**src/rtl/memgame_pkg.sv**
```systemverilog
// memgame_pkg -- shared types and constants for the sequence-memory game engine.
//   state_e    : round FSM states
//   LFSR_SEED  : value loaded into the symbol LFSR on reset
//   LFSR_TAPS  : feedback mask for the right-shifting Fibonacci LFSR
//   is_rest    : true for the states where the game is not running
package memgame_pkg;

  typedef enum logic [2:0] {
    ST_IDLE,
    ST_APPEND,
    ST_SHOW,
    ST_WAIT,
    ST_CHECK,
    ST_WIN,
    ST_LOSE
  } state_e;

  localparam logic [15:0] LFSR_SEED = 16'hACE1;
  // Polynomial taps 16,14,13,11 map to bits 0,2,3,5 when the register shifts right.
  localparam logic [15:0] LFSR_TAPS = 16'h002D;

  function automatic logic is_rest(input state_e s);
    return (s == ST_IDLE) || (s == ST_WIN) || (s == ST_LOSE);
  endfunction

endpackage

```
**src/rtl/memgame_if.sv**
```systemverilog
// memgame_if -- player-facing bus of the game engine.
//   start   : level, begins a new game from IDLE/WIN/LOSE
//   buttons : debounced buttons, active-high
//   play    : symbol to display
//   points  : rounds completed, saturating
//   round   : current sequence length
//   busy    : game in progress
//   win     : level, held in WIN
//   lose    : level, held in LOSE
//   lives   : remaining lives
// master = the button/display side, slave = memgame_core.
interface memgame_if #(
  parameter int N_BTN = 7,
  parameter int DEPTH = 16,
  parameter int PTS_W = 4
);
  localparam int RND_W = $clog2(DEPTH + 1);

  logic             start;
  logic [N_BTN-1:0] buttons;
  logic [N_BTN-1:0] play;
  logic [PTS_W-1:0] points;
  logic [RND_W-1:0] round;
  logic             busy;
  logic             win;
  logic             lose;
  logic [1:0]       lives;

  modport master (
    output start, buttons,
    input  play, points, round, busy, win, lose, lives
  );

  modport slave (
    input  start, buttons,
    output play, points, round, busy, win, lose, lives
  );

endinterface

```
**src/rtl/memgame_lfsr.sv**
```systemverilog
// memgame_lfsr -- free-running 16-bit Fibonacci LFSR and symbol generator.
//   clk_i : clock
//   rst_i : synchronous active-high reset, loads LFSR_SEED
//   sym_o : one-hot of (lfsr[7:0] % N_BTN)
// The register advances every cycle and is only ever reloaded by reset.
module memgame_lfsr import memgame_pkg::*; #(
  parameter int N_BTN = 7
) (
  input  logic             clk_i,
  input  logic             rst_i,
  output logic [N_BTN-1:0] sym_o
);

  logic [15:0] lfsr_q, lfsr_d;
  logic [7:0]  idx;

  assign lfsr_d = {^(lfsr_q & LFSR_TAPS), lfsr_q[15:1]};

  always_ff @(posedge clk_i) begin
    if (rst_i) lfsr_q <= LFSR_SEED;
    else       lfsr_q <= lfsr_d;
  end

  assign idx   = lfsr_q[7:0] % 8'(N_BTN);
  assign sym_o = N_BTN'(1) << idx;

endmodule

```
**src/rtl/memgame_core.sv**
```systemverilog
// memgame_core -- sequence-memory game engine: sequence RAM, round FSM, scoring.
//   clk_i : clock
//   rst_i : synchronous active-high reset; aborts any game in progress
//   gm    : memgame_if.slave (start/buttons in; play/points/round/busy/win/lose/lives out)
// Each round appends one random one-hot symbol, presents the whole sequence
// (symbol for SHOW_CYC/2 cycles, blank for SHOW_CYC/2), then checks presses.
// Optional feature macro: MEMGAME_LIVES_EN -- the player gets LIVES attempts per
// game; a wrong play with lives left replays the sequence instead of losing.
module memgame_core import memgame_pkg::*; #(
  parameter int N_BTN       = 7,
  parameter int DEPTH       = 16,
  parameter int SHOW_CYC    = 1000,
  parameter int TIMEOUT_CYC = 5000,
  parameter int PTS_W       = 4,
  parameter int LIVES       = 3
) (
  input  logic     clk_i,
  input  logic     rst_i,
  memgame_if.slave gm
);

  localparam int RND_W = $clog2(DEPTH + 1);
  localparam int AW    = $clog2(DEPTH);
  localparam int SC_W  = $clog2(SHOW_CYC);
  localparam int TO_W  = $clog2(TIMEOUT_CYC);
  localparam int HALF  = SHOW_CYC / 2;
  localparam logic [PTS_W-1:0] PTS_MAX = '1;

  if (N_BTN < 2 || N_BTN > 16 || DEPTH < 2 || DEPTH > 256 || SHOW_CYC < 4 ||
      (SHOW_CYC % 2) != 0 || TIMEOUT_CYC < 2 || LIVES < 1 || LIVES > 3) begin : g_param_check
    $error("memgame_core: parameter out of range");
  end

  state_e           state_q;
  logic [RND_W-1:0] round_q;
  logic [AW-1:0]    addr_q;
  logic [SC_W-1:0]  show_q;
  logic [TO_W-1:0]  to_q;
  logic [N_BTN-1:0] cap_q;
  logic [PTS_W-1:0] pts_q;
  logic             btn_any_q;
`ifdef MEMGAME_LIVES_EN
  logic [1:0]       lives_q;
`endif

  logic [N_BTN-1:0] ram_q [DEPTH];
  logic [N_BTN-1:0] sym, ram_rd;
  logic             btn_any, btn_edge, last_sym, match, to_expire, show_last;

  memgame_lfsr #(.N_BTN(N_BTN)) u_lfsr (
    .clk_i (clk_i),
    .rst_i (rst_i),
    .sym_o (sym)
  );

  // Edge detector runs in every state so a button already held when WAIT
  // starts never produces an edge; the player must release and re-press.
  assign btn_any   = |gm.buttons;
  assign btn_edge  = btn_any & ~btn_any_q;

  assign ram_rd    = ram_q[addr_q];
  assign last_sym  = (RND_W'(addr_q) == round_q - RND_W'(1));
  assign match     = (cap_q == ram_rd);
  assign to_expire = (to_q == TO_W'(TIMEOUT_CYC - 1));
  assign show_last = (show_q == SC_W'(SHOW_CYC - 1));

  // Sequence RAM: no reset, contents are meaningless until written by APPEND.
  always_ff @(posedge clk_i) begin
    if (!rst_i && state_q == ST_APPEND) ram_q[round_q[AW-1:0]] <= sym;
  end

  always_ff @(posedge clk_i) begin
    if (rst_i) begin
      state_q   <= ST_IDLE;
      round_q   <= '0;
      addr_q    <= '0;
      show_q    <= '0;
      to_q      <= '0;
      cap_q     <= '0;
      pts_q     <= '0;
      btn_any_q <= 1'b0;
`ifdef MEMGAME_LIVES_EN
      lives_q   <= 2'd0;
`endif
    end else begin
      btn_any_q <= btn_any;
      unique case (state_q)
        ST_IDLE, ST_WIN, ST_LOSE: begin
          if (gm.start) begin
            state_q <= ST_APPEND;
            round_q <= '0;
            pts_q   <= '0;
`ifdef MEMGAME_LIVES_EN
            lives_q <= 2'(LIVES);
`endif
          end
        end
        ST_APPEND: begin
          round_q <= round_q + 1'b1;
          addr_q  <= '0;
          show_q  <= '0;
          state_q <= ST_SHOW;
        end
        ST_SHOW: begin
          if (show_last) begin
            show_q <= '0;
            if (last_sym) begin
              addr_q  <= '0;
              to_q    <= '0;
              state_q <= ST_WAIT;
            end else begin
              addr_q <= addr_q + 1'b1;
            end
          end else begin
            show_q <= show_q + 1'b1;
          end
        end
        ST_WAIT: begin
          // A press in the expiry cycle takes priority over the timeout.
          if (btn_edge) begin
            cap_q   <= gm.buttons;
            to_q    <= '0;
            state_q <= ST_CHECK;
          end else if (to_expire) begin
            // All-zero capture never equals a one-hot symbol: forces a wrong verdict.
            cap_q   <= '0;
            state_q <= ST_CHECK;
          end else begin
            to_q <= to_q + 1'b1;
          end
        end
        ST_CHECK: begin
          if (match) begin
            if (last_sym) begin
              if (pts_q != PTS_MAX) pts_q <= pts_q + 1'b1;
              state_q <= (round_q == RND_W'(DEPTH)) ? ST_WIN : ST_APPEND;
            end else begin
              addr_q  <= addr_q + 1'b1;
              to_q    <= '0;
              state_q <= ST_WAIT;
            end
          end else begin
`ifdef MEMGAME_LIVES_EN
            if (lives_q > 2'd1) begin
              lives_q <= lives_q - 2'd1;
              addr_q  <= '0;
              show_q  <= '0;
              state_q <= ST_SHOW;
            end else begin
              lives_q <= 2'd0;
              state_q <= ST_LOSE;
            end
`else
            state_q <= ST_LOSE;
`endif
          end
        end
        default: state_q <= ST_IDLE;
      endcase
    end
  end

  always_comb begin
    gm.play = '0;
    if (state_q == ST_SHOW && show_q < SC_W'(HALF)) gm.play = ram_rd;
    else if (state_q == ST_WAIT)                     gm.play = gm.buttons;
  end

  assign gm.points = pts_q;
  assign gm.round  = round_q;
  assign gm.busy   = !is_rest(state_q);
  assign gm.win    = (state_q == ST_WIN);
  assign gm.lose   = (state_q == ST_LOSE);
`ifdef MEMGAME_LIVES_EN
  assign gm.lives  = lives_q;
`else
  assign gm.lives  = 2'd0;
`endif

endmodule

```
**src/flat_wrapper.sv**
```systemverilog
// flat-port wrapper written by rule: the top's interface ports become plain ports
module memgame_core_flat import memgame_pkg::*;
#(
  parameter int N_BTN       = 7,
  parameter int DEPTH       = 16,
  parameter int SHOW_CYC    = 1000,
  parameter int TIMEOUT_CYC = 5000,
  parameter int PTS_W       = 4,
  parameter int LIVES       = 3
)
  (clk_i, rst_i, gm_start, gm_buttons, gm_play, gm_points, gm_round, gm_busy, gm_win, gm_lose, gm_lives);
  memgame_if #(.N_BTN(N_BTN), .DEPTH(DEPTH), .PTS_W(PTS_W)) gm_i ();
  input  logic clk_i;
  input  logic rst_i;
  input wire logic [$bits(gm_i.start)-1:0] gm_start;
  input wire logic [$bits(gm_i.buttons)-1:0] gm_buttons;
  output wire logic [$bits(gm_i.play)-1:0] gm_play;
  output wire logic [$bits(gm_i.points)-1:0] gm_points;
  output wire logic [$bits(gm_i.round)-1:0] gm_round;
  output wire logic [$bits(gm_i.busy)-1:0] gm_busy;
  output wire logic [$bits(gm_i.win)-1:0] gm_win;
  output wire logic [$bits(gm_i.lose)-1:0] gm_lose;
  output wire logic [$bits(gm_i.lives)-1:0] gm_lives;
  assign gm_i.start = gm_start;
  assign gm_i.buttons = gm_buttons;
  assign gm_play = gm_i.play;
  assign gm_points = gm_i.points;
  assign gm_round = gm_i.round;
  assign gm_busy = gm_i.busy;
  assign gm_win = gm_i.win;
  assign gm_lose = gm_i.lose;
  assign gm_lives = gm_i.lives;
  memgame_core #(.N_BTN(N_BTN), .DEPTH(DEPTH), .SHOW_CYC(SHOW_CYC), .TIMEOUT_CYC(TIMEOUT_CYC), .PTS_W(PTS_W), .LIVES(LIVES)) u_core (.clk_i(clk_i), .rst_i(rst_i), .gm(gm_i));
endmodule
```
**config.mk**
```make
export PLATFORM = sky130hd
export DESIGN_NAME = memgame_core_flat
export DESIGN_NICKNAME = d
export VERILOG_FILES = /design/src/rtl/memgame_pkg.sv /design/src/rtl/memgame_if.sv /design/src/rtl/memgame_lfsr.sv /design/src/rtl/memgame_core.sv /design/src/flat_wrapper.sv
export SDC_FILE = /design/constraint.sdc
export NUM_CORES = 1
export LEC_CHECK = 0
export CORE_MARGIN = 2
export CORE_UTILIZATION = 25
export CTS_BUF_LIST = sky130_fd_sc_hd__clkbuf_4 sky130_fd_sc_hd__clkbuf_8
export CTS_CLUSTER_DIAMETER = 120
export DETAILED_ROUTE_END_ITERATION = 10
export GPL_TIMING_DRIVEN = 0
export HOLD_SLACK_MARGIN = 0.08
export PLACE_DENSITY_LB_ADDON = 0.05
export SETUP_SLACK_MARGIN = 0.3
export SYNTH_ARGS = -nofsm -noshare
export SYNTH_HDL_FRONTEND = slang
export SYNTH_SLANG_ARGS = --single-unit
```
**constraint.sdc**
```tcl
create_clock -name clk_i -period 6.2 [get_ports clk_i]
set_input_delay 1.86 -clock clk_i [delete_from_list [all_inputs] [get_ports clk_i]]
set_output_delay 1.86 -clock clk_i [all_outputs]
set_load 0.005 [all_outputs]
```
---- After elaboration in Yosys (flattened, before gate mapping) ----
Memories as Yosys holds them, arrays and structs flattened. A register that Yosys moved wholly into a read port is not among the register bits.
Index checks and enable logic that the tools add are counted.
W data, S select, Z words.
word-level totals
  input port bits ......................... 10
  word-level logic and storage cells ...... 102
  memories kept ........................... 1
  memory bits (writable) .................. 112
  register bits ........................... 63
cells by class
  shift operators ......................... 1
  mux-type cells .......................... 38
  reductions and logical operators ........ 22
  bitwise logic cells ..................... 2
  $add $sub $neg .......................... 6
  magnitude comparators ................... 1
  eq/ne operators ......................... 21
  div/mod/pow operators ................... 1
memories
  name          words  width  read ports  clocked after memory_dff  wr ports  RTL line            text
  u_core.ram_q  16     7      1           1                         1         memgame_core.sv:46  logic [N_BTN-1:0] ram_q [DEPTH];
operators with widths
  cell                     number
  $mux W13                 6
  $mux W4                  10
  $pmux W13 S3             1
  $mux W7                  4
  $mux W3                  8
  $pmux W10 S2             1
  $reduce_xor A16 Y1       1
  $pmux W3 S5              1
  $add A13 B1 Y13 const B  1
  $eq A13 B13 Y1 const B   1
  $pmux W4 S3              1
  $add A10 B1 Y10 const B  1
  $eq A10 B10 Y1 const B   1
  $lt A10 B9 Y1 const B    1
  $mux W10                 1
  $ne A2 B1 Y1 const B     5
  $pmux W5 S2              1
  $eq A3 B3 Y1 const B     3
  $add A4 B1 Y4 const B    2
  $mod A8 B3 Y8 const B    1
  $pmux W4 S2              1
  $reduce_and A4 Y1        2
  $reduce_bool A2 Y1       4
  $shl A1 B8 Y7 const A    1
  25 further kinds         33

---- Longest topological paths before layout ----
Gate-level depths: netlist of run 1.
  depth in word-level cells ............... 7
  gate-level depth with buffers ........... 18

---- Modules after synthesis ----
From an unflattened synthesis of run 1, not the netlist that was laid out.
second synthesis, totals
  cell total of the unflattened synthesis .. 839
  area total of the unflattened synthesis .. 9495.4 um^2
modules (own cells, without submodules)
  module        cells each  instances  area each (um^2)  seq. area each (um^2)
  memgame_core  610         1          7681.1            4384.2
  memgame_lfsr  229         1          1814.2            320.3

---- Least setup slack after synthesis of run 1 ----
OpenSTA, ideal clock, no wires.
  kind .................................... reg-to-reg
  from .................................... register u_core.u_lfsr.lfsr_q[4]
  to ...................................... memory u_core.ram_q[0][3], data pin
  buffers on the path ..................... 3
  period minus slack after synthesis ...... 4.576 ns
  cell stages (with the launch flop) ...... 18
  slack ................................... 1.624 ns
  data arrival time ....................... 4.240 ns
  library setup time ...................... 0.336 ns
  required time ........................... 5.864 ns
  cell sequence ........................... dfxtp_1 > clkbuf_1 > buf_2 > xor2_1 > a221oi_1 > o32ai_1 > ha_1 > buf_2 > inv_1 > a311oi_1 > a211oi_1 > nand2_1 > mux2_2 > ha_1 > inv_1 > o311ai_0 > mux2i_1 > nor3b_1
between the ends
  cells in the longest elaborated chain, start to end .. 2
RTL lines
  element                 RTL line            text
  start, declared         memgame_lfsr.sv:14  logic [15:0] lfsr_q, lfsr_d;
  start signal, assigned  memgame_lfsr.sv:21  else lfsr_q <= lfsr_d;
  $mod A8 B3 Y8           memgame_lfsr.sv:24  assign idx = lfsr_q[7:0] % 8'(N_BTN);
  $shl A1 B8 Y7           memgame_lfsr.sv:25  assign sym_o = N_BTN'(1) << idx;
  via u_core.sym[3]       memgame_core.sv:47  logic [N_BTN-1:0] sym, ram_rd;
  end, declared           memgame_core.sv:46
The timed path passes the listed nets, and every way through them passes these cells.

==> results.py, run 1 <==
metrics = {
    "outcome": {
        "outcome": "complete, no violations",
    },
    "routing": {
        "drt_iter0_markers": 428,
        "viasPerCell": 4.843,
        "ant_nets": 0,
        "route.detailed.drc": 0,
        "wl_um": 23260,
        "first_pass_iters": 5,
        "num_vias": 5937,
        "wire_per_inst_um": 18.97,
    },
    "setup_path": {
        "reg2reg_slack_ns": 0.82,
        "critPathArrivalTime_ns": 3.59,
        "rr_startpoint": "u_core.u_lfsr.lfsr_q[4]",
        "crit_type": "reg -> out",
        "worstSetupStartpointType": "flip-flop",
        "end_kind": "output pin",
        "rr_endpoint": "u_core.ram_q[3][4]",
        "critical_path_required_ns": 4.34,
        "r2r_cells": 18,
        "cp_max_fo": 10,
    },
    "cells_and_area": {
        "diodes": 0,
        "nets": 786,
        "area_delta_synth_final_pct": 15.13,
        "layout-drive-gt1-share_pct": 12.98,
    },
    "synth": {
        "ys.flop_type": "edfxtp_1",
        "yosys.area.top_type_share_pct": 39.59,
        "synth_area_leader_cell": "edfxtp_1",
        "avgSynthCellArea_um2": 11.86,
        "synth_area_um2": 8494,
        "synth_edf_count": 112,
        "netlist_instances": 716,
        "yosys_register_bits": 179,
        "synth_cell_types": 72,
        "synthTopCellsByArea": "edfxtp_1 (40%), dfxtp_1 (16%), mux4_2 (5.8%)",
        "ys.warnings.count": 0,
        "synthArstFlopShare_pct": 0,
        "yosysSeqAreaShare_pct": 55.38,
    },
    "worst_hold_path": {
        "min_path_cells": 1,
        "hold_end": "u_core.u_lfsr.lfsr_q[11]",
        "hp-class": "reg -> reg",
        "min_from": "u_core.u_lfsr.lfsr_q[12]",
    },
    "timing": {
        "grt_setup_unrepaired": "false",
        "setup_viol": 0,
        "hold_violations": 0,
        "fin_crit_sh_pct": 87.98,
        "period_needed_ns": 5.455,
        "tightest_slew_ns": 1.232,
        "finClkSkew_ns": 0.02098,
        "maxSlewViolCount": 0,
        "max_freq_ghz": 0.1833,
        "setup_tns_ns": 0,
        "slew_headroom_pct": 17.22,
        "holdWs_ns": 0.4178,
    },
    "clock_network": {
        "clockBufferDepth": 2,
        "clkLatencyLatePin_ns": 0.48,
        "cts-hold-fix-buffers": 0,
        "root_buffer": "clkbuf_8",
        "cts_buffers": 17,
        "postCtsSetupBuffers": 0,
        "path_clk_slew_ns": 0.10,
        "cts_tree": "done",
        "htree_num_levels": 4,
        "clock-sinks": 179,
    },
    "placement": {
        "place_congestion": 0.7851,
        "place_hpwl_um": 16550,
        "io_buffers": 27,
    },
    "floorplanning": {
        "die_w_um": 188.3,
        "die_area_um2": 35470,
        "rows": 67,
        "core_area_um2": 33530,
        "ios": 31,
        "die-height_um": 188.3,
        "initial_core_util_pct": 25.33,
    },
    "power_and_ir_drop": {
        "powerDensity_nw_per_um2": 290.2,
        "ir_worst_vdd_mv": 0.1146,
        "total_power_mw": 2.838,
        "leakage_nw": 3.174,
    },
    "flow_run": {
        "max_cap_viol_count": 0,
    },
    "global_route": {
        "grt_pass1_wl_um": 35610,
        "grt_max_degree": 19,
        "track_usage_pct": 13.40,
        "antenna_found_initial": 0,
        "overflow": 0,
        "grt_pass1_vias": 5881,
    },
}
[timing repair]
item,4_1_cts,5_1_grt
endpoints found under the hold margin,0,0
gates resized for setup,2,3
endpoints found under the setup margin,32,80
[report_power, final]
group          total [mW]  switching [mW]  internal (mW)
Combinational       0.695           0.440          0.255
Sequential           1.36          0.0325           1.33
Clock               0.780           0.479          0.301
Total                2.84           0.952           1.89
[worst max-delay path: stages, from the launching register on]
cell and delay (ns):
dfxtp_1 0.32, clkbuf_1 0.41, clkbuf_1 0.66, mux4_2 0.47, mux2_2 0.34, mux2_2 0.29, a22o_1 0.20, clkdlybuf4s50_1 0.44
[flip-flops by register name (all words and copies together), names as in the netlist, named ones only]
signal / count
u_core.ram_q: 112
u_core.u_lfsr.lfsr_q: 16
u_core.to_q: 13
u_core.show_q: 10
u_core.cap_q: 7
u_core.gm.round: 5
u_core.addr_q: 4
u_core.gm.points: 4
u_core.state_q: 3
u_core.btn_any_q: 1
[worst max path at each step]
stage                       startpoint                   to  slack, ns
2_1_floorplan  u_core.u_lfsr.lfsr_q[4]   u_core.ram_q[0][3]       1.62
3_3_place_gp   u_core.u_lfsr.lfsr_q[4]   u_core.ram_q[5][2]      0.002
3_5_place_dp   u_core.u_lfsr.lfsr_q[4]   u_core.ram_q[7][4]       0.27
4_1_cts        u_core.u_lfsr.lfsr_q[4]  u_core.ram_q[11][4]       0.50
5_1_grt        u_core.u_lfsr.lfsr_q[4]  u_core.ram_q[13][5]       0.39
6_report                     flip-flop           gm_play[1]       0.75
[metal layers]
| layer | GRT usage [%] | share of wire, % | vias to the layer above |
|---|---|---|---|
| met5 | 0 | 0 | - |
| met4 | 3.756 | 1.1 | 0 |
| met3 | 2.347 | 3.1 | 17 |
| met2 | 22.24 | 48 | 106 |
| met1 | 17.99 | 48 | 2990 |
| li1 | - | - | 2824 |
[final cells by class]
class | count | area (um^2)
plain buffers | 39 | 178.9
clock buffers | 18 | 241.5
clock inverters | 14 | 138.9
fillers | 3455 | 23750
inverters | 20 | 75.07
multi-input cells | 479 | 3587
flip-flops and latches | 179 | 4705
well taps | 448 | 560.5
repair buffers | 29 | 292.8
[metrics by stage]
| stage | std cells | worst slack [ns] | instance area [um^2] | utilization (%) |
|---|---|---|---|---|
| floorplan | 717 | 1.624 | 8498 | - |
| global placement | 1192 | 0.001675 | 9329 | 27.82 |
| detailed placement | 1194 | 0.2744 | 9376 | 27.96 |
| CTS | 1226 | 0.5041 | 9762 | 29.11 |
| global route | 1226 | 0.3895 | 9779 | 29.16 |
| finish | 1226 | 0.7455 | 9779 | 29.16 |
[cells by family (layout without fill, tap and decap cells)]
group,count (synthesis),count (layout),share of synthesized area (%)
buf+inv,59,120,2.990
compound gates,138,138,11.61
fa+ha+maj,11,11,1.620
xor+xnor,27,27,2.784
mux,51,51,10.31
other cells,1,2,0.04415
flops,179,179,55.38
simple gates,250,250,15.26
[layout by cell type (no fill, tap or decap), types with 15 or more instances in the layout]
cell | synthesis | routed
a21oi_1 | 25 | 25
and3_1 | 17 | 17
clkbuf_1 | 26 | 26
clkbuf_8 | 0 | 17
clkdlybuf4s50_1 | 0 | 27
dfxtp_1 | 67 | 67
edfxtp_1 | 112 | 112
inv_1 | 20 | 20
mux2i_1 | 17 | 17
mux4_2 | 22 | 22
nand2_1 | 35 | 35
nor2_1 | 78 | 76
nor3_1 | 25 | 22
o21ai_0 | 15 | 15
[cell usage after synthesis (6+ instances only)]
library cell,count
edfxtp_1,112
nor2_1,78
dfxtp_1,67
nand2_1,35
clkbuf_1,26
a21oi_1,25
nor3_1,25
mux4_2,22
inv_1,20
and3_1,17
mux2i_1,17
o21ai_0,15
nand3_1,14
xor2_1,14
a22oi_1,13
or2_2,13
xnor2_1,13
nor2b_1,12
a211oi_1,11
a31oi_1,11
ha_1,11
nand2b_1,10
a311oi_1,9
a22o_1,8
mux2_2,7
nand4_1,7
nor4_1,6
No activity file was read; power rests on OpenSTA's default activity.
==> run 2, diff against run 1 <==
--- a/config.mk
+++ b/config.mk
@@ -8,5 +8,5 @@
 export CORE_MARGIN = 2
 export CORE_UTILIZATION = 25
-export CTS_BUF_LIST = sky130_fd_sc_hd__clkbuf_4 sky130_fd_sc_hd__clkbuf_8
+export CTS_BUF_LIST = sky130_fd_sc_hd__clkbuf_8
 export CTS_CLUSTER_DIAMETER = 120
 export DETAILED_ROUTE_END_ITERATION = 10
==> constraint.sdc (replaced) <==
create_clock -name clk_i -period 6.2 [get_ports clk_i]
set_input_delay 1.86 -clock clk_i [delete_from_list [all_inputs] [get_ports clk_i]]
set_output_delay 1.86 -clock clk_i [all_outputs]
set_load 0.1 [all_outputs]
==> run 2 against run 1 <==
  * Wire length shrank 0.15%
  * First-iteration DRC count grew 1.6%
  * Final area shrank 0.13%
  * Sequential power about the same
  * Critical path depth stayed put
  * Combinational power grew 28%
  * Register-to-register slack worse by 0.08 ns
  * Sequential share of layout area rose by 0.062 points
  * Clock power down 0.8%
  * Sequential cell count stayed put
  * Total power up 6.7%
  * Non-clock buffer count is the same
==> results.py, run 2 (same netlist as run 1, synthesis figures left out) <==
metrics = {
    "global_route": {
        "antenna_found_initial": 0,
        "grt_max_degree": 19,
        "use_met2_pct": 22.25,
        "grtUsageMet1_pct": 17.93,
        "track_usage_pct": 13.38,
        "use_met3_pct": 2.347,
        "grt_busiest_layer": "met2",
        "grt_pass1_vias": 5879,
        "grt_pass1_wl_um": 35580,
        "overflow": 0,
    },
    "floorplanning": {
        "initial_core_util_pct": 25.33,
        "die_w_um": 188.3,
        "die-height_um": 188.3,
        "ios": 31,
        "rows": 67,
        "core_area_um2": 33530,
        "die_area_um2": 35470,
    },
    "cells_and_area": {
        "layout-drive-gt1-share_pct": 12.98,
        "nets": 786,
        "diodes": 0,
        "area_delta_synth_final_pct": 14.98,
        "largest_register_ffs": 112,
        "final_common_cell": "edfxtp_1",
        "layout_common_cells": "edfxtp_1 (112), nor2_1 (76), dfxtp_1 (67)",
    },
    "power_and_ir_drop": {
        "p_comb_share_pct": 29.4,
        "p_seq_share_pct": 45.0,
        "p_int_mw": 1.879,
        "switchingPower_mw": 1.150,
        "leakage_nw": 3.178,
        "p_sw_share_pct": 37.95,
        "powerDensity_nw_per_um2": 310.1,
        "ir_worst_vdd_mv": 0.1739,
        "clkPwrFrac_pct": 25.6,
    },
    "timing": {
        "period_needed_ns": 5.733,
        "tightest_slew_ns": 1.320,
        "setup_viol": 0,
        "setup_tns_ns": 0,
        "holdWs_ns": 0.4179,
        "max_freq_ghz": 0.1744,
        "hold_violations": 0,
        "finClkSkew_ns": 0.02074,
        "setup_slack_ns": 0.4668,
        "maxSlewViolCount": 0,
        "fin_crit_sh_pct": 92.47,
        "slew_headroom_pct": 11.30,
        "grt_setup_unrepaired": "true",
    },
    "flow_run": {
        "max_cap_viol_count": 0,
    },
    "routing": {
        "ant_nets": 0,
        "drt_iter0_markers": 435,
        "wire_per_inst_um": 18.95,
        "route.detailed.drc": 0,
        "first_pass_iters": 4,
        "viasPerCell": 4.835,
        "wl_um": 23230,
        "num_vias": 5928,
    },
    "setup_path": {
        "cp_max_fo": 10,
        "crit_buf_inv": 3,
        "end_kind": "output pin",
        "cp_cell_sequence": "clkbuf_1, clkbuf_2, mux4_2, mux2_2, mux2_2, a22o_1, clkdlybuf4s50_1",
        "critPathMostFrequentCell": "mux2_2",
        "rr_startpoint": "u_core.u_lfsr.lfsr_q[4]",
        "r2r_cells": 18,
        "critPathArrivalTime_ns": 3.87,
        "crit_type": "reg -> out",
        "critical_path_required_ns": 4.34,
        "slowest_stage": "clkdlybuf4s50_1",
        "critPathTopFamily": "buffers and inverters",
        "worstSetupStartpointType": "flip-flop",
        "rr_endpoint": "u_core.ram_q[9][4]",
        "reg2reg_slack_ns": 0.74,
        "cp_slowest_stage_delay_ns": 0.96,
    },
    "clock_network": {
        "root_buffer": "clkbuf_8",
        "cts_buffers": 17,
        "clock-sinks": 179,
        "cts_tree": "done",
        "clockBufferDepth": 2,
        "clkLatencyLatePin_ns": 0.48,
        "htree_num_levels": 4,
        "path_clk_slew_ns": 0.10,
    },
    "worst_hold_path": {
        "hp-class": "reg -> reg",
        "hold_end": "u_core.u_lfsr.lfsr_q[11]",
        "min_path_cells": 1,
        "min_from": "u_core.u_lfsr.lfsr_q[12]",
    },
    "placement": {
        "place_hpwl_um": 16550,
        "io_buffers": 27,
        "place_congestion": 0.7851,
        "post-place-ws_ns": 0.2744,
    },
    "outcome": {
        "outcome": "complete, no violations",
    },
}
run 2: layout make-up:
class	instances	area, um^2
timing repair buffer	29	292.8
buffer	39	180.2
clock inverter	15	142.6
multi-input combinational	479	3577
clock buffer	17	234.0
inverter	20	75.07
tap	448	560.5
fill	3458	23770
sequential	179	4705
run 2: worst reg2reg max path: cells and delay by family, from the launching register on:
family / cells / cell delay [ns]
flip-flops: 1 / 0.33
multiplexers: 2 / 0.76
buffers and inverters: 5 / 0.93
AO/OA/AOI/OAI: 6 / 1.88
AND/OR/NAND/NOR: 2 / 0.69
XOR/XNOR: 1 / 0.17
adder cells (fa/ha/maj): 2 / 0.42
run 2: what timing repair did:
action	in CTS	in global routing
hold buffers	0	0
setup endpoints to repair	34	80
resized for setup	3	1
cloned	0	0
buffers inserted	0	0
run 2: how the worst max path moves through the flow:
stage	from	to	slack [ns]	cells past startpoint
2_1_floorplan	u_core.u_lfsr.lfsr_q[4]	u_core.ram_q[0][3]	1.62	17
3_3_place_gp	u_core.u_lfsr.lfsr_q[4]	u_core.ram_q[5][2]	0.002	17
3_5_place_dp	u_core.u_lfsr.lfsr_q[4]	u_core.ram_q[7][4]	0.27	18
4_1_cts	flip-flop	gm_play[1]	0.39	7
5_1_grt	u_core.u_lfsr.lfsr_q[4]	u_core.ram_q[13][5]	0.27	18
6_report	flip-flop	gm_play[1]	0.47	7
run 2: routing by layer:
metal / part of all wire [%] / routed length, um / up-vias
met2: 48 / 11110 / 112
met3: 2.9 / 674 / 13
met5: 0 / 0 / -
met1: 48 / 11210 / 2976
li1: - / - / 2827
met4: 1.0 / 233 / 0
run 2: power groups by stage:
stage | registers, mW | clock network (mW) | logic [mW]
final | 1.36 | 0.774 | 0.891
after global routing | 1.37 | 0.846 | 0.972
after CTS | 1.36 | 0.803 | 0.897
after detailed placement | 1.39 | 0 | 0.892
after global placement | 1.39 | 0 | 0.878
after floorplan | 1.40 | 0 | 0.629
run 2: metrics by stage:
step	instance area, um^2	utilization [%]	cells	total power [mW]
5_1_grt	9767	29.13	1226	3.188
3_5_place_dp	9376	27.96	1194	2.282
4_1_cts	9759	29.10	1226	3.063
6_report	9767	29.13	1226	3.029
3_3_place_gp	9329	27.82	1192	2.268
2_1_floorplan	8498	-	717	2.032
==> run 3, diff against run 2 <==
--- a/config.mk
+++ b/config.mk
@@ -11,5 +11,5 @@
 export CTS_CLUSTER_DIAMETER = 120
 export DETAILED_ROUTE_END_ITERATION = 10
-export GPL_TIMING_DRIVEN = 0
+export GPL_TIMING_DRIVEN = 1
 export HOLD_SLACK_MARGIN = 0.08
 export PLACE_DENSITY_LB_ADDON = 0.05
==> constraint.sdc (replaced) <==
create_clock -name clk_i -period 6.3 [get_ports clk_i]
set_input_delay 1.89 -clock clk_i [delete_from_list [all_inputs] [get_ports clk_i]]
set_output_delay 1.89 -clock clk_i [all_outputs]
set_load 0.005 [all_outputs]
==> run 3 against run 2 <==
  * Global-route usage shrank 0.63 points
  * First-iteration DRC count shrank 23%
  * Final cell count shrank 2.6%
  * Non-clock buffer count shrank 32
  * Core utilization shrank 0.43 points
  * Worst setup slack gained 0.25 ns
  * Final area shrank 1.5%
  * Register-to-register slack lost 0.02 ns
  * Highest routed layer unchanged
  * Sequential power is essentially flat
  * Critical path type is now reg -> reg
  * Wire length shrank 5.4%
  * Die area is the same
==> results.py, run 3 (same netlist as run 1, synthesis figures left out) <==
metrics = {
    "cells_and_area": {
        "nets": 754,
        "diodes": 0,
        "fin_util_pct": 28.69,
        "layout-drive-gt1-share_pct": 12.60,
        "final_common_cell": "edfxtp_1",
        "largest_register_ffs": 112,
        "area_delta_synth_final_pct": 13.27,
        "layout_common_cells": "edfxtp_1 (112), nor2_1 (78), dfxtp_1 (65)",
        "fillCellCount": 3460,
    },
    "routing": {
        "met1_length_um": 10850,
        "dr_wl_met3_um": 681,
        "wl_met2_um": 10230,
        "first_pass_iters": 5,
        "ant_nets": 0,
        "viasPerCell": 4.841,
        "wl_um": 21980,
        "num_vias": 5780,
        "route.detailed.drc": 0,
        "drt_iter0_markers": 337,
        "top_layer": "met4",
        "wire_per_inst_um": 18.41,
    },
    "placement": {
        "io_buffers": 28,
        "post-place-ws_ns": 0.7883,
        "place_congestion": 0.7695,
        "place_hpwl_um": 15370,
    },
    "power_and_ir_drop": {
        "p_int_mw": 1.876,
        "switchingPower_uw": 910.8,
        "p_sw_share_pct": 32.68,
        "powerDensity_nw_per_um2": 289.6,
        "p_comb_share_pct": 22.5,
        "ir_worst_vdd_mv": 0.1198,
        "clkPwrFrac_pct": 28.3,
        "leakage_nw": 3.116,
        "p_seq_share_pct": 49.1,
    },
    "global_route": {
        "track_usage_pct": 12.75,
        "antenna_found_initial": 0,
        "grt_pass1_wl_um": 34560,
        "grt_pass1_vias": 5781,
        "overflow": 0,
        "grt_max_degree": 62,
    },
    "outcome": {
        "outcome": "complete, no violations",
    },
    "timing": {
        "slew_headroom_pct": 26.98,
        "setup_slack_ns": 0.7210,
        "maxSlewViolCount": 0,
        "setup_tns_ns": 0,
        "max_freq_ghz": 0.1792,
        "period_needed_ns": 5.579,
        "setup_viol": 0,
        "grt_setup_unrepaired": "true",
        "tightest_slew_ns": 1.091,
        "hold_violations": 0,
        "finClkSkew_ns": 0.02095,
        "fin_crit_sh_pct": 88.56,
    },
    "floorplanning": {
        "die_area_um2": 35470,
        "ios": 31,
        "core_area_um2": 33530,
        "rows": 67,
        "die_w_um": 188.3,
        "initial_core_util_pct": 25.33,
        "die-height_um": 188.3,
    },
    "setup_path": {
        "crit_start": "u_core.u_lfsr.lfsr_q[4]",
        "critical_path_required_ns": 6.44,
        "end_kind": "flip-flop",
        "worstSetupStartpointType": "flip-flop",
        "reg2reg_slack_ns": 0.72,
        "crit_type": "reg -> reg",
        "cp_max_fo": 17,
        "rr_startpoint": "u_core.u_lfsr.lfsr_q[4]",
        "critPathArrivalTime_ns": 5.72,
    },
    "clock_network": {
        "clockBufferDepth": 2,
        "clkLatencyLatePin_ns": 0.48,
        "root_buffer": "clkbuf_8",
        "htree_num_levels": 4,
        "postCtsSetupBuffers": 0,
        "path_clk_slew_ns": 0.09,
        "cts_tree": "done",
        "cts-hold-fix-buffers": 0,
        "clock-sinks": 179,
        "cts_buffers": 17,
        "cts_resized": 0,
    },
    "worst_hold_path": {
        "hp-class": "reg -> reg",
        "min_from": "u_core.u_lfsr.lfsr_q[11]",
    },
    "flow_run": {
        "max_cap_viol_count": 0,
    },
}
==> run 3: routing by layer <==
layer	global-route usage, %	vias to the layer above
li1	-	2762
met1	17.69	2902
met2	20.48	108
met3	2.440	8
met4	3.245	0
met5	0	-
==> run 3: final cells by class <==
cell class	count	area, um^2	area share, %
multi-input cells	479	3560	37.00
inverters	20	75.07	0.7802
clock buffers	17	234.0	2.432
clock inverters	15	150.1	1.560
flip-flops and latches	179	4707	48.92
well taps	448	560.5	5.826
repair buffers	36	335.3	3.485
==> run 3: stage by stage <==
step | area, um^2 | hold WS [ns] | power, mW | std cells
2_1_floorplan | 8498 | 0.3895 | 1.802 | 717
3_3_place_gp | 9238 | 0.4067 | 2.031 | 1162
3_5_place_dp | 9238 | 0.4033 | 2.035 | 1162
4_1_cts | 9622 | 0.4251 | 2.838 | 1194
5_1_grt | 9622 | 0.4439 | 2.962 | 1194
6_report | 9622 | 0.4208 | 2.787 | 1194
==> run 3: power by group through the flow <==
stage	clock network, mW	registers [mW]	logic (mW)
after floorplan	0	1.36	0.444
final	0.790	1.37	0.628
after global placement	0	1.40	0.636
after CTS	0.827	1.37	0.642
after global routing	0.872	1.38	0.710
after detailed placement	0	1.40	0.639
==> run 3: worst max-delay path, stage by stage, from the launching register on <==
cell and delay [ns]:
dfxtp_1 0.69, xor2_1 0.20, a221oi_1 0.10, o32ai_1 0.68
ha_1 0.46, inv_1 0.10, a311oi_1 0.32, a211oi_1 0.20
nand2_1 0.13, mux2_2 0.18, ha_1 0.18, inv_1 0.09
o311ai_0 0.44, mux2i_1 0.54, o21ai_0 0.21, nor2_1 0.73
==> run 3: final timing paths <==
check,to,cells past startpoint
setup / recovery,u_core.ram_q[14][4],15
setup reg to reg,u_core.ram_q[14][4],15
hold / removal,u_core.u_lfsr.lfsr_q[10],1
hold reg to reg,u_core.u_lfsr.lfsr_q[10],1
